## src/rtl/sobel_pkg.sv

```systemverilog
// Shared types and defaults for the Sobel frame scheduler slice.
package sobel_pkg;

  localparam int unsigned IMG_WIDTH_DEF    = 1280;
  localparam int unsigned IMG_HEIGHT_DEF   = 720;
  localparam int unsigned COORD_W          = 16;
  localparam int unsigned EDGE_ADDR_W      = 20;
  localparam int unsigned DONE_TIMEOUT_DEF = 64;
  localparam int unsigned MAX_WR_BURST_DEF = 8;

  typedef logic [COORD_W-1:0]     coord_t;
  typedef logic [EDGE_ADDR_W-1:0] edge_addr_t;

  typedef enum logic [2:0] {
    IDLE,
    ISSUE,
    WAIT,
    STORE,
    DONE
  } sched_state_t;

endpackage

```

## src/rtl/sobel_frame_scheduler_if.sv

```systemverilog
// Control, engine, loader and edge-map signals of the frame scheduler.
interface sobel_frame_scheduler_if;
  import sobel_pkg::*;

  logic       frame_start;
  logic       frame_abort;
  logic       busy;
  logic       frame_done;
  logic       timeout_err;
  coord_t     x_center;
  coord_t     y_center;
  logic       sob_start;
  logic       sob_done;
  logic       sob_edge;
  logic       wr_req;
  logic       wr_gnt;
  logic       edge_wr_en;
  edge_addr_t edge_wr_addr;
  logic       edge_wr_data;

  modport master (
    output frame_start, frame_abort, sob_done, sob_edge, wr_req,
    input  busy, frame_done, timeout_err, x_center, y_center, sob_start,
           wr_gnt, edge_wr_en, edge_wr_addr, edge_wr_data
  );

  modport slave (
    input  frame_start, frame_abort, sob_done, sob_edge, wr_req,
    output busy, frame_done, timeout_err, x_center, y_center, sob_start,
           wr_gnt, edge_wr_en, edge_wr_addr, edge_wr_data
  );

endinterface

```

## src/rtl/sobel_raster_counter.sv

```systemverilog
// Raster (x,y) walker with a running linear address, so y*W+x needs no multiplier.
module sobel_raster_counter
  import sobel_pkg::*;
#(
  parameter int unsigned IMG_WIDTH  = IMG_WIDTH_DEF,
  parameter int unsigned IMG_HEIGHT = IMG_HEIGHT_DEF
) (
  input  logic       clk,
  input  logic       reset,
  input  logic       i_clear,
  input  logic       i_inc,
  output coord_t     o_x,
  output coord_t     o_y,
  output edge_addr_t o_lin_addr,
  output logic       o_last_c
);

  coord_t     r_x;
  coord_t     r_y;
  edge_addr_t r_lin_addr;
  logic       w_x_last;
  logic       w_y_last;

  assign w_x_last = (r_x == COORD_W'(IMG_WIDTH - 1));
  assign w_y_last = (r_y == COORD_W'(IMG_HEIGHT - 1));

  always_ff @(posedge clk) begin
    if (reset || i_clear) begin
      r_x        <= '0;
      r_y        <= '0;
      r_lin_addr <= '0;
    end else if (i_inc) begin
      r_lin_addr <= r_lin_addr + EDGE_ADDR_W'(1);
      if (w_x_last) begin
        r_x <= '0;
        r_y <= r_y + COORD_W'(1);
      end else begin
        r_x <= r_x + COORD_W'(1);
      end
    end
  end

  assign o_x        = r_x;
  assign o_y        = r_y;
  assign o_lin_addr = r_lin_addr;
  assign o_last_c   = w_x_last && w_y_last;

endmodule

```

## src/rtl/sobel_frame_scheduler.sv

```systemverilog
// Frame-level scheduler for the Sobel engine: raster scan, edge-map writeback
// and frame-BRAM arbitration between the engine and the camera loader.
module sobel_frame_scheduler
  import sobel_pkg::*;
#(
  parameter int unsigned IMG_WIDTH    = IMG_WIDTH_DEF,
  parameter int unsigned IMG_HEIGHT   = IMG_HEIGHT_DEF,
  parameter int unsigned DONE_TIMEOUT = DONE_TIMEOUT_DEF,
  parameter int unsigned MAX_WR_BURST = MAX_WR_BURST_DEF
) (
  input logic                    clk,
  input logic                    reset,
  sobel_frame_scheduler_if.slave bus
);

  localparam int unsigned TMR_W = (DONE_TIMEOUT > 1) ? $clog2(DONE_TIMEOUT) : 1;
  localparam int unsigned BST_W = $clog2(MAX_WR_BURST + 1);

  sched_state_t      r_state;
  logic [BST_W-1:0]  r_burst;
  logic [TMR_W-1:0]  r_timer;
  logic              r_edge;
  logic              r_timeout_err;

  sched_state_t      w_state_nxt;
  logic [BST_W-1:0]  w_burst_nxt;
  logic [TMR_W-1:0]  w_timer_nxt;
  logic              w_edge_nxt;
  logic              w_terr_nxt;
  logic              w_clear;
  logic              w_inc;
  logic              w_wr_gnt;
  logic              w_sob_start;
  logic              w_edge_wr_en;
  logic              w_frame_done;
  coord_t            w_x;
  coord_t            w_y;
  edge_addr_t        w_lin_addr;
  logic              w_last;

  sobel_raster_counter #(
    .IMG_WIDTH  (IMG_WIDTH),
    .IMG_HEIGHT (IMG_HEIGHT)
  ) u_raster (
    .clk        (clk),
    .reset      (reset),
    .i_clear    (w_clear),
    .i_inc      (w_inc),
    .o_x        (w_x),
    .o_y        (w_y),
    .o_lin_addr (w_lin_addr),
    .o_last_c   (w_last)
  );

  always_ff @(posedge clk) begin
    if (reset) begin
      r_state       <= IDLE;
      r_burst       <= '0;
      r_timer       <= '0;
      r_edge        <= 1'b0;
      r_timeout_err <= 1'b0;
    end else begin
      r_state       <= w_state_nxt;
      r_burst       <= w_burst_nxt;
      r_timer       <= w_timer_nxt;
      r_edge        <= w_edge_nxt;
      r_timeout_err <= w_terr_nxt;
    end
  end

  // Abort takes priority in every busy state; the loader only sees grants in IDLE/ISSUE.
  always_comb begin
    w_state_nxt  = r_state;
    w_burst_nxt  = r_burst;
    w_timer_nxt  = r_timer;
    w_edge_nxt   = r_edge;
    w_terr_nxt   = r_timeout_err;
    w_clear      = 1'b0;
    w_inc        = 1'b0;
    w_wr_gnt     = 1'b0;
    w_sob_start  = 1'b0;
    w_edge_wr_en = 1'b0;
    w_frame_done = 1'b0;

    unique case (r_state)
      IDLE: begin
        w_wr_gnt = bus.wr_req;
        if (bus.frame_start) begin
          w_state_nxt = ISSUE;
          w_clear     = 1'b1;
          w_terr_nxt  = 1'b0;
          w_burst_nxt = '0;
        end
      end
      ISSUE: begin
        if (bus.frame_abort) begin
          w_state_nxt = IDLE;
        end else if (bus.wr_req && (r_burst < BST_W'(MAX_WR_BURST))) begin
          w_wr_gnt    = 1'b1;
          w_burst_nxt = r_burst + BST_W'(1);
        end else begin
          w_sob_start = 1'b1;
          w_burst_nxt = '0;
          w_timer_nxt = '0;
          w_state_nxt = WAIT;
        end
      end
      WAIT: begin
        if (bus.frame_abort) begin
          w_state_nxt = IDLE;
        end else if (bus.sob_done) begin
          w_edge_nxt  = bus.sob_edge;
          w_state_nxt = STORE;
        end else if (r_timer == TMR_W'(DONE_TIMEOUT - 1)) begin
          w_terr_nxt  = 1'b1;
          w_edge_nxt  = 1'b0;
          w_state_nxt = STORE;
        end else begin
          w_timer_nxt = r_timer + TMR_W'(1);
        end
      end
      STORE: begin
        if (bus.frame_abort) begin
          w_state_nxt = IDLE;
        end else begin
          w_edge_wr_en = 1'b1;
          if (w_last) begin
            w_state_nxt = DONE;
          end else begin
            w_inc       = 1'b1;
            w_state_nxt = ISSUE;
          end
        end
      end
      DONE: begin
        w_frame_done = !bus.frame_abort;
        w_state_nxt  = IDLE;
      end
      default: w_state_nxt = IDLE;
    endcase
  end

  assign bus.busy         = (r_state != IDLE);
  assign bus.frame_done   = w_frame_done;
  assign bus.timeout_err  = r_timeout_err;
  assign bus.x_center     = w_x;
  assign bus.y_center     = w_y;
  assign bus.sob_start    = w_sob_start;
  assign bus.wr_gnt       = w_wr_gnt;
  assign bus.edge_wr_en   = w_edge_wr_en;
  assign bus.edge_wr_addr = w_lin_addr;
  assign bus.edge_wr_data = r_edge;

endmodule

```

## src/flat_wrapper.sv

```systemverilog
// flat-port wrapper written by rule: the top's interface ports become plain ports
module sobel_frame_scheduler_flat import sobel_pkg::*;
#(
  parameter int unsigned IMG_WIDTH    = IMG_WIDTH_DEF,
  parameter int unsigned IMG_HEIGHT   = IMG_HEIGHT_DEF,
  parameter int unsigned DONE_TIMEOUT = DONE_TIMEOUT_DEF,
  parameter int unsigned MAX_WR_BURST = MAX_WR_BURST_DEF
)
  (clk, reset, bus_frame_start, bus_frame_abort, bus_sob_done, bus_sob_edge, bus_wr_req, bus_busy, bus_frame_done, bus_timeout_err, bus_x_center, bus_y_center, bus_sob_start, bus_wr_gnt, bus_edge_wr_en, bus_edge_wr_addr, bus_edge_wr_data);
  sobel_frame_scheduler_if bus_i ();
  input logic clk;
  input logic reset;
  input wire logic [$bits(bus_i.frame_start)-1:0] bus_frame_start;
  input wire logic [$bits(bus_i.frame_abort)-1:0] bus_frame_abort;
  input wire logic [$bits(bus_i.sob_done)-1:0] bus_sob_done;
  input wire logic [$bits(bus_i.sob_edge)-1:0] bus_sob_edge;
  input wire logic [$bits(bus_i.wr_req)-1:0] bus_wr_req;
  output wire logic [$bits(bus_i.busy)-1:0] bus_busy;
  output wire logic [$bits(bus_i.frame_done)-1:0] bus_frame_done;
  output wire logic [$bits(bus_i.timeout_err)-1:0] bus_timeout_err;
  output wire logic [$bits(bus_i.x_center)-1:0] bus_x_center;
  output wire logic [$bits(bus_i.y_center)-1:0] bus_y_center;
  output wire logic [$bits(bus_i.sob_start)-1:0] bus_sob_start;
  output wire logic [$bits(bus_i.wr_gnt)-1:0] bus_wr_gnt;
  output wire logic [$bits(bus_i.edge_wr_en)-1:0] bus_edge_wr_en;
  output wire logic [$bits(bus_i.edge_wr_addr)-1:0] bus_edge_wr_addr;
  output wire logic [$bits(bus_i.edge_wr_data)-1:0] bus_edge_wr_data;
  assign bus_i.frame_start = bus_frame_start;
  assign bus_i.frame_abort = bus_frame_abort;
  assign bus_i.sob_done = bus_sob_done;
  assign bus_i.sob_edge = bus_sob_edge;
  assign bus_i.wr_req = bus_wr_req;
  assign bus_busy = bus_i.busy;
  assign bus_frame_done = bus_i.frame_done;
  assign bus_timeout_err = bus_i.timeout_err;
  assign bus_x_center = bus_i.x_center;
  assign bus_y_center = bus_i.y_center;
  assign bus_sob_start = bus_i.sob_start;
  assign bus_wr_gnt = bus_i.wr_gnt;
  assign bus_edge_wr_en = bus_i.edge_wr_en;
  assign bus_edge_wr_addr = bus_i.edge_wr_addr;
  assign bus_edge_wr_data = bus_i.edge_wr_data;
  sobel_frame_scheduler #(.IMG_WIDTH(IMG_WIDTH), .IMG_HEIGHT(IMG_HEIGHT), .DONE_TIMEOUT(DONE_TIMEOUT), .MAX_WR_BURST(MAX_WR_BURST)) u_core (.clk(clk), .reset(reset), .bus(bus_i));
endmodule
```

## config.mk

```make
export PLATFORM = sky130hd
export DESIGN_NAME = sobel_frame_scheduler_flat
export DESIGN_NICKNAME = d
export VERILOG_FILES = /design/src/rtl/sobel_pkg.sv /design/src/rtl/sobel_frame_scheduler_if.sv /design/src/rtl/sobel_raster_counter.sv /design/src/rtl/sobel_frame_scheduler.sv /design/src/flat_wrapper.sv
export SDC_FILE = /design/constraint.sdc
export NUM_CORES = 1
export LEC_CHECK = 0
export CAP_MARGIN = 20
export CORE_MARGIN = 5
export CORE_UTILIZATION = 48
export CTS_CLUSTER_DIAMETER = 150
export DETAILED_ROUTE_END_ITERATION = 6
export PLACE_DENSITY = 0.75
export RECOVER_POWER = 100
export SETUP_SLACK_MARGIN = 0.02
export SLEW_MARGIN = 20
export SYNTH_ARGS = -nofsm -noshare
export SYNTH_HDL_FRONTEND = slang
export SYNTH_SLANG_ARGS = --single-unit
```

## constraint.sdc

```tcl
create_clock -name clk -period 5.4 [get_ports clk]
set_input_delay 0.54 -clock clk [delete_from_list [all_inputs] [get_ports clk]]
set_output_delay 0.54 -clock clk [all_outputs]
set_load 0.01 [all_outputs]
```

; After elaboration in Yosys (flattened, before gate mapping)
; Index checks and enable logic that the tools add are counted.
[op_classes]
bitwise = 1
n_eq_ne = 16
mux = 41
n_lt_le_gt_ge = 1
n_addsub = 5
reduce_logical = 16
[ops]
columns = cell, n
row1 = "16-bit by 1-bit adder with 16-bit output, second input constant", 2
row2 = 6-bit 2-to-1 mux, 5
row3 = 3-bit 2-to-1 mux, 8
row4 = "20-bit by 1-bit adder with 20-bit output, second input constant", 1
row5 = 1-bit 2-to-1 mux, 19
row6 = "16-bit by 10-bit == test with 1-bit output, second input constant", 1
row7 = "16-bit by 11-bit == test with 1-bit output, second input constant", 1
row8 = 16-bit 2-to-1 mux, 1
row9 = 4-bit 2-to-1 mux, 3
row10 = "2-bit != test, second input constant", 6
row11 = 3-bit case mux with 4 select lines, 1
row12 = 6-bit case mux with 2 select lines, 1
row13 = 3-bit AND reduction, 3
row14 = 4-bit case mux with 2 select lines, 1
row15 = 2-bit nonzero test, 4
row16 = "6-bit by 1-bit adder with 6-bit output, second input constant", 1
row17 = "3-bit by 2-bit == test with 1-bit output, second input constant", 2
row18 = "6-bit == test, second input constant", 1
row19 = 6-bit AND reduction, 1
row20 = 5-bit AND reduction, 1
row21 = "4-bit by 1-bit adder with 4-bit output, second input constant", 1
row22 = "4-bit < comparator, second input constant", 1
row23 = "4-bit by 3-bit != test with 1-bit output, second input constant", 1
row24 = 1-bit case mux with 2 select lines, 2
row25 = 11 further kinds, 12
[totals]
word_cells = 88
reg_bits = 67
output_inout_bits = 59
input_bits = 7

; Depth between registers and ports, before layout
; Gate-level depths: netlist (run 1).
[depth]
word_depth = 6
depth_mapped = 8
mapped_depth_nobuf = 6

; Modules after synthesis
; Synthesis (run 1) repeated with hierarchy kept, for this count alone.
[unflattened]
cells_unflattened = 395
area_unflattened_um2 = 3347.0
[modules_own_cells]
columns = module, cells_each, instances, seq_area_each_um2, area_per_inst_um2
row1 = sobel_raster_counter, 283, 1, 1041.0, 2419.8
row2 = sobel_frame_scheduler, 112, 1, 300.3, 927.1

; Worst setup path after synthesis (run 1)
; OpenSTA, ideal clock, no wires.
[synth_path]
path_kind = register -> register
from = register u_core.u_raster.r_x[0], in the netlist u_core.u_raster.o_x[0]
to = register u_core.u_raster.r_lin_addr[5], in the netlist u_core.u_raster.o_lin_addr[5]
synth_period_minus_slack_ps = 2034
path_buffers = 2
stages_incl_launch_ff = 9
setup_ps = 128
required_time_ps = 5272
slack_ps = 3366
arrival_time_ps = 1907
cell_sequence = dfxtp_1 -> ha_1 -> nand4_1 -> nand4b_1 -> clkbuf_1 -> buf_2 -> o211ai_1 -> xor2_1 -> nor2_1
[synth_between]
elab_chain_len = 5
[synth_lines]
columns = element, line
row1 = start: declaration, sobel_raster_counter.sv:18  ; coord_t r_x;
row2 = start signal: assignment, sobel_raster_counter.sv:38  ; r_x <= r_x + COORD_W'(1);
row3 = 16-bit by 11-bit == test with 1-bit output, sobel_raster_counter.sv:24  ; assign w_x_last = (r_x == COORD_W'(IMG_WIDTH - 1));
row4 = 1-bit logical AND, sobel_raster_counter.sv:46  ; assign o_last_c = w_x_last && w_y_last;
row5 = 1-bit 2-to-1 mux, sobel_frame_scheduler.sv:127  ; if (w_last) begin
row6 = 1-bit 2-to-1 mux, sobel_frame_scheduler.sv:123  ; if (bus.frame_abort) begin
row7 = 1-bit 2-to-1 mux, sobel_frame_scheduler.sv:85  ; unique case (r_state)
row8 = end signal: assignment, sobel_raster_counter.sv:33  ; r_lin_addr <= r_lin_addr + EDGE_ADDR_W'(1);
row9 = end: declaration, sobel_raster_counter.sv:20  ; edge_addr_t r_lin_addr;
; Every way passes these cells.
; A chain may end at the register's enable or synchronous reset.

; Worst setup path after layout (run 1)
[layout_path]
from = input bus_frame_abort
to = output bus_edge_wr_en
[layout_between]
elab_chain_len = 2
[layout_lines]
columns = element, line
row1 = start: declaration, flat_wrapper.sv:14  ; input wire logic [$bits(bus_i.frame_abort)-1:0] bus_frame_abort;
row2 = 1-bit 2-to-1 mux, sobel_frame_scheduler.sv:123
row3 = 1-bit 2-to-1 mux, sobel_frame_scheduler.sv:85
row4 = end: declaration, flat_wrapper.sv:25  ; output wire logic [$bits(bus_i.edge_wr_en)-1:0] bus_edge_wr_en;
; Every way passes these cells.

==> reports/results.txt, run 1 <==
Cell count after synthesis - 389
Filler instances - 626
LEAKAGE - 1.57 nW
DRT iter0 DRCs - 123
IO Port Bufs - 65
Net Sw Power - 0.217 mW
Total number of vias - 3172
DIE WIDTH - 93.2 um
Worst Setup Start Kind - input port
Area Overhead vs Synth - 24.5%
Rel. slew slack - 32.6%
Largest net degree at the start of global routing - 41
CTS tree - yes
Setup bufs post-CTS - 0
Fin. Hold Viols - 0
Slew at the pin with the worst max-slew slack - 1.00 ns
Seq/Total Area, Yosys - 40.4%
Maximum VDD drop - 0.121 mV
I/O pin count - 66
Final WL - 8.36 mm
CTS sink cnt - 67
Max-slew violation count - 0
Predominant post-synthesis flop cell - dfxtp_1
Maximum level of the CTS H-tree - 3
Int Pwr - 0.704 mW
Layout cell share with drive strength beyond 1 - 4.17%
Fin Setup TNS - 0 ns
Post-CTS sizing - 0
Syn_area_per_cell - 8.54 um^2
Synth cell types - 54
Num rows - 30
Global-route wire length before repair - 13.8 mm
Worst skew pair latency - 0.34 ns
Initial antenna violation count - 0
Most common cell after layout, fill and taps aside - dfxtp_1
PD cells - 222 nW/um^2
CP max FO - 13
Core area - 6760 um^2
Post-layout util - 61.3%
Commonest non-fill, non-tap cells in the layout - 67 x dfxtp_1, 60 x dlygate4sd3_1, 48 x nor2_1, 26 x a21oi_1, 26 x xor2_1
Status - completed
Clock slew at the register clock pins of the worst setup and hold paths - 0.07 ns
CTS max path bufs - 2
Hpwl dp - 5.83 mm
Setup CP Type - input port to primary output
Clock power frac - 40.7%
Unrepaired setup endpoints after global routing - no
Total Routing Usage GR - 19.6%
Switching share of power - 23.5%
Netlist Area Pre-Place - 3320 um^2
Drt drc - 0
Post-CTS Hold Fix Bufs - 0
Comb power frac - 5.0%
Max_cap viols - 0
Post-synth net total - 401
Seq pwr share - 54.3%
Critical Path End Type - primary output
Num CTS Buffers - 9
Final Cycle Share - 61.6%
Layout Nets - 463
Vias in the first global route - 2919
Final setup violation count - 0
#FFs+latches synth - 67
Critical path arrival - 2.78 ns
Initial Utilization - 49.2%
Fin Clk Skew - 0.00510 ns
Final Power - 0.920 mW
Post-route ant nets - 0
Avg WL per Cell - 15.6 um
Worst Path Required - 4.86 ns
DR pass1 iterations - 5
Die area - 8690 um^2
Async SR Flop Fraction - 0%
EDFF count, synth - 0
Hold WC Path Type - register to register
CTS root buf - clkbuf_8
F_max - 301 MHz
Die Y - 93.2 um
Antenna Cells - 0
Vias per cell - 5.92
Final Critical Period - 3.32 ns
GPL Wtd Cong - 0.861
Yosys Warn Count - 0
Global route total overflow - 0
-- state kept, by name, summed over array words and instances, names as in the netlist --
signal and flops:
u_core.u_raster.o_y 16, u_core.r_timer 6, u_core.u_raster.o_lin_addr 20, u_core.r_burst 4
u_core.u_raster.o_x 16, u_core.bus.timeout_err 1, u_core.r_state 3, u_core.bus.edge_wr_data 1
-- Yosys cell counts (all sizes together) (9+ instances only) --
cell type / count / area [um^2]
xor2: 26 / 228
dfxtp: 67 / 1340
clkbuf: 9 / 33.8
a21oi: 27 / 139
nand3: 21 / 110
or4: 10 / 75.1
or3: 19 / 119
o211ai: 14 / 105
inv: 10 / 37.5
nand2: 21 / 78.8
nand4: 14 / 100
nor2: 49 / 186
o21ai: 25 / 129
-- metal layers --
layer	part of all wire, %	GRT usage, %
met5	0	0
met4	0.83	5.25
met3	5.1	5.87
met2	48	32.7
met1	46	24.6
-- critical path: stages --
cell	delay [ns]
dlygate4sd3_1	0.63
nand4bb_1	0.49
inv_1	0.44
dlygate4sd3_1	0.68
-- cells by family after synthesis --
family,share of synthesized area (%)
AO/OA/AOI/OAI,16.8
XOR/XNOR,7.12
buffers and inverters,3.54
adder cells (fa/ha/maj),1.88
AND/OR/NAND/NOR,29.1
multiplexers,1.20
flip-flops,40.4
-- power by group through the flow --
stage          Sequential [mW]  Clock (mW)  Combinational, mW
4_1_cts                  0.499       0.385             0.0478
5_1_grt                  0.499       0.410             0.0500
3_3_place_gp             0.511           0             0.0473
2_1_floorplan            0.508           0             0.0327
6_report                 0.499       0.375             0.0459
3_5_place_dp             0.511           0             0.0476
-- final timing paths --
check	cells past startpoint	end	startpoint	slack [ns]
setup / recovery	4	bus_edge_wr_en	bus_frame_abort	2.08
hold / removal	2	u_core.bus.timeout_err	u_core.bus.timeout_err	0.46
setup reg to reg	5	u_core.r_state[0]	u_core.u_raster.o_y[10]	2.70
hold reg to reg	2	u_core.bus.timeout_err	u_core.bus.timeout_err	0.46
-- stage by stage --
stage / cells / cell area (um^2) / hold slack (ns) / setup slack [ns]
2_1_floorplan: 389 / 3320 / 0.432 / 3.37
3_3_place_gp: 520 / 4010 / 0.448 / 2.37
3_5_place_dp: 520 / 4010 / 0.458 / 2.34
4_1_cts: 536 / 4180 / 0.471 / 2.32
5_1_grt: 536 / 4140 / 0.498 / 1.98
6_report: 536 / 4140 / 0.462 / 2.08
-- area by class of cell --
class | instances | area, um^2 | area share (%)
clock buffers | 14 | 163 | 3.93
multi-input cells | 296 | 1820 | 44.0
well taps | 80 | 100 | 2.42
flip-flops and latches | 67 | 1340 | 32.4
inverters | 10 | 37.5 | 0.907
repair buffers | 67 | 666 | 16.1
clock inverters | 2 | 10.0 | 0.242
Note: power is estimated with default switching activity, not from simulation.
==> run 2, diff against run 1 <==
==> constraint.sdc (replaced) <==
create_clock -name clk -period 3.3 [get_ports clk]
set_input_delay 0.33 -clock clk [delete_from_list [all_inputs] [get_ports clk]]
set_output_delay 0.33 -clock clk [all_outputs]
set_load 0.01 [all_outputs]
==> run 2 against run 1 <==
  * Clock power up 74%
  * Sequential cell count unchanged
  * Sequential share of layout area down 0.33 points
  * Clock skew up 0.0083 ns
  * Cell count up 0.93%
  * Register-to-register slack worse by 2.1 ns
  * Power up 68%
  * Sequential power up 64%
  * Design area up 1.0%
  * Largest cell class unchanged
  * Largest power group unchanged
==> reports/results.txt, run 2 (synthesis results as in run 1) <==
Status - completed
Comb power frac - 4.9%
I/O pin count - 66
Fin. Hold Viols - 0
Critical Path End Type - register
Commonest non-fill, non-tap cells in the layout - 67 x dfxtp_1, 60 x dlygate4sd3_1, 48 x nor2_1, 26 x a21oi_1, 26 x xor2_1
R2R depth - 5
Largest net degree at the start of global routing - 31
Reg area - 1340 um^2
Total number of vias - 3197
Dpl ws - 0.769 ns
IO Port Bufs - 65
Num CTS Buffers - 9
Clock power frac - 42.2%
Final WL - 8.30 mm
Net Sw Power - 0.361 mW
Avg WL per Cell - 15.3 um
Layout cell share with drive strength beyond 1 - 5.21%
Fin Setup TNS - 0 ns
WHS Endpoint - u_core.r_burst[3]
PD cells - 370 nW/um^2
Reg2reg setup slack - 0.57 ns
Critical path arrival - 2.94 ns
Setup CP Type - register to register
Final worst setup slack - 0.575 ns
DIE WIDTH - 93.2 um
Maximum VDD drop - 0.192 mV
Core area - 6760 um^2
Hold Startpoint - u_core.r_burst[3]
Worst reg2reg path endpoint - u_core.r_state[0]
Slew at the pin with the worst max-slew slack - 1.01 ns
Vias per cell - 5.91
Crit Reg-Reg Startpoint - u_core.u_raster.o_y[10]
CTS tree - yes
Max FFs per register - 20
Critical Path Stages - 5
Final setup violation count - 0
Post-CTS Hold Fix Bufs - 0
LEAKAGE - 1.59 nW
F_max - 367 MHz
Worst Path Buf+Inv - 0
Multi-input combinational cell area - 1820 um^2
Int Pwr - 1.19 mW
Switching share of power - 23.4%
Post-CTS sizing - 0
DRT iter0 DRCs - 93
DR pass1 iterations - 4
Die area - 8690 um^2
Worst Setup Start Kind - register
Total Routing Usage GR - 19.5%
Maximum level of the CTS H-tree - 3
Seq pwr share - 52.8%
Die Y - 93.2 um
CTS sink cnt - 67
Antenna Cells - 0
Final Cycle Share - 82.6%
Num rows - 30
CTS max path bufs - 2
Worst Hold Depth - 2
CP peak stage delay - 0.94 ns
CTS root buf - clkbuf_8
GPL Wtd Cong - 0.831
CP Cell Sequence - nor4_1 > nand4_1 > o21ai_0 > and3_1 > o32ai_1
Global-route wire length before repair - 13.8 mm
Global route total overflow - 0
Area Overhead vs Synth - 25.8%
Hold WC Path Type - register to register
Initial Utilization - 49.2%
Layout Nets - 468
Fin Clk Skew - 0.0134 ns
Unrepaired setup endpoints after global routing - no
CP top delay family - simple AND/OR/NAND/NOR gates
Worst skew pair latency - 0.35 ns
Hold_ws - 0.457 ns
CP max FO - 9
Post-route ant nets - 0
Filler instances - 607
Rel. slew slack - 31.8%
Max_cap viols - 0
Vias in the first global route - 2962
Clock slew at the register clock pins of the worst setup and hold paths - 0.06 ns
Worst Path Required - 3.51 ns
Crit-path slowest cell - o21ai_0
Final Power - 1.55 mW
Initial antenna violation count - 0
Most common cell after layout, fill and taps aside - dfxtp_1
Final Critical Period - 2.73 ns
Drt drc - 0
Max-slew violation count - 0
Setup bufs post-CTS - 0
Hpwl dp - 5.92 mm
==> run 2: area by class of cell <==
class	count	area share (%)
Multi-Input combinational cell	296	43.6
Sequential cell	67	32.1
Clock buffer	11	3.14
Clock inverter	5	1.29
Timing Repair Buffer	72	16.6
Tap cell	80	2.39
Inverter	10	0.898
==> run 2: how the worst max path moves through the flow <==
| stage | to | from | slack (ns) |
|---|---|---|---|
| finish | u_core.r_state[0] | u_core.u_raster.o_y[10] | 0.57 |
| CTS | bus_wr_gnt | bus_wr_req | 0.76 |
| global placement | u_core.u_raster.o_y[15] | bus_frame_abort | 0.84 |
| global route | u_core.r_state[0] | u_core.u_raster.o_y[10] | 0.32 |
| detailed placement | bus_wr_gnt | bus_wr_req | 0.77 |
| floorplan | u_core.u_raster.o_lin_addr[5] | u_core.u_raster.o_x[0] | 1.27 |
==> run 2: power groups by stage <==
stage | clock, mW | combinational, mW | sequential (mW)
6_report | 0.653 | 0.0763 | 0.817
5_1_grt | 0.711 | 0.0824 | 0.818
4_1_cts | 0.669 | 0.0799 | 0.817
3_5_place_dp | 0 | 0.0793 | 0.836
3_3_place_gp | 0 | 0.0798 | 0.836
2_1_floorplan | 0 | 0.0535 | 0.832
==> run 2: worst min-delay path, cell delays in order (launching register included) <==
cell and delay [ns]:
dfxtp_1 0.31, nand2_1 0.05, a21oi_1 0.05
==> run 2: metal layers <==
layer | GRT usage [%] | vias up | part of all wire, % | wire [um]
met5 | 0 | - | 0 | 0
met4 | 7.57 | 0 | 1.9 | 154
met3 | 4.59 | 17 | 3.8 | 316
met2 | 32.0 | 70 | 47 | 3940
met1 | 24.9 | 1530 | 47 | 3890
li1 | - | 1580 | - | -
==> run 2: per-stage QoR <==
step | cells | instance area, um^2 | util (%)
after CTS | 541 | 4230 | 62.6
final | 541 | 4180 | 61.9
after global placement | 525 | 4050 | 59.9
after floorplan | 389 | 3320 | -
after global routing | 541 | 4180 | 61.9
after detailed placement | 525 | 4050 | 59.9
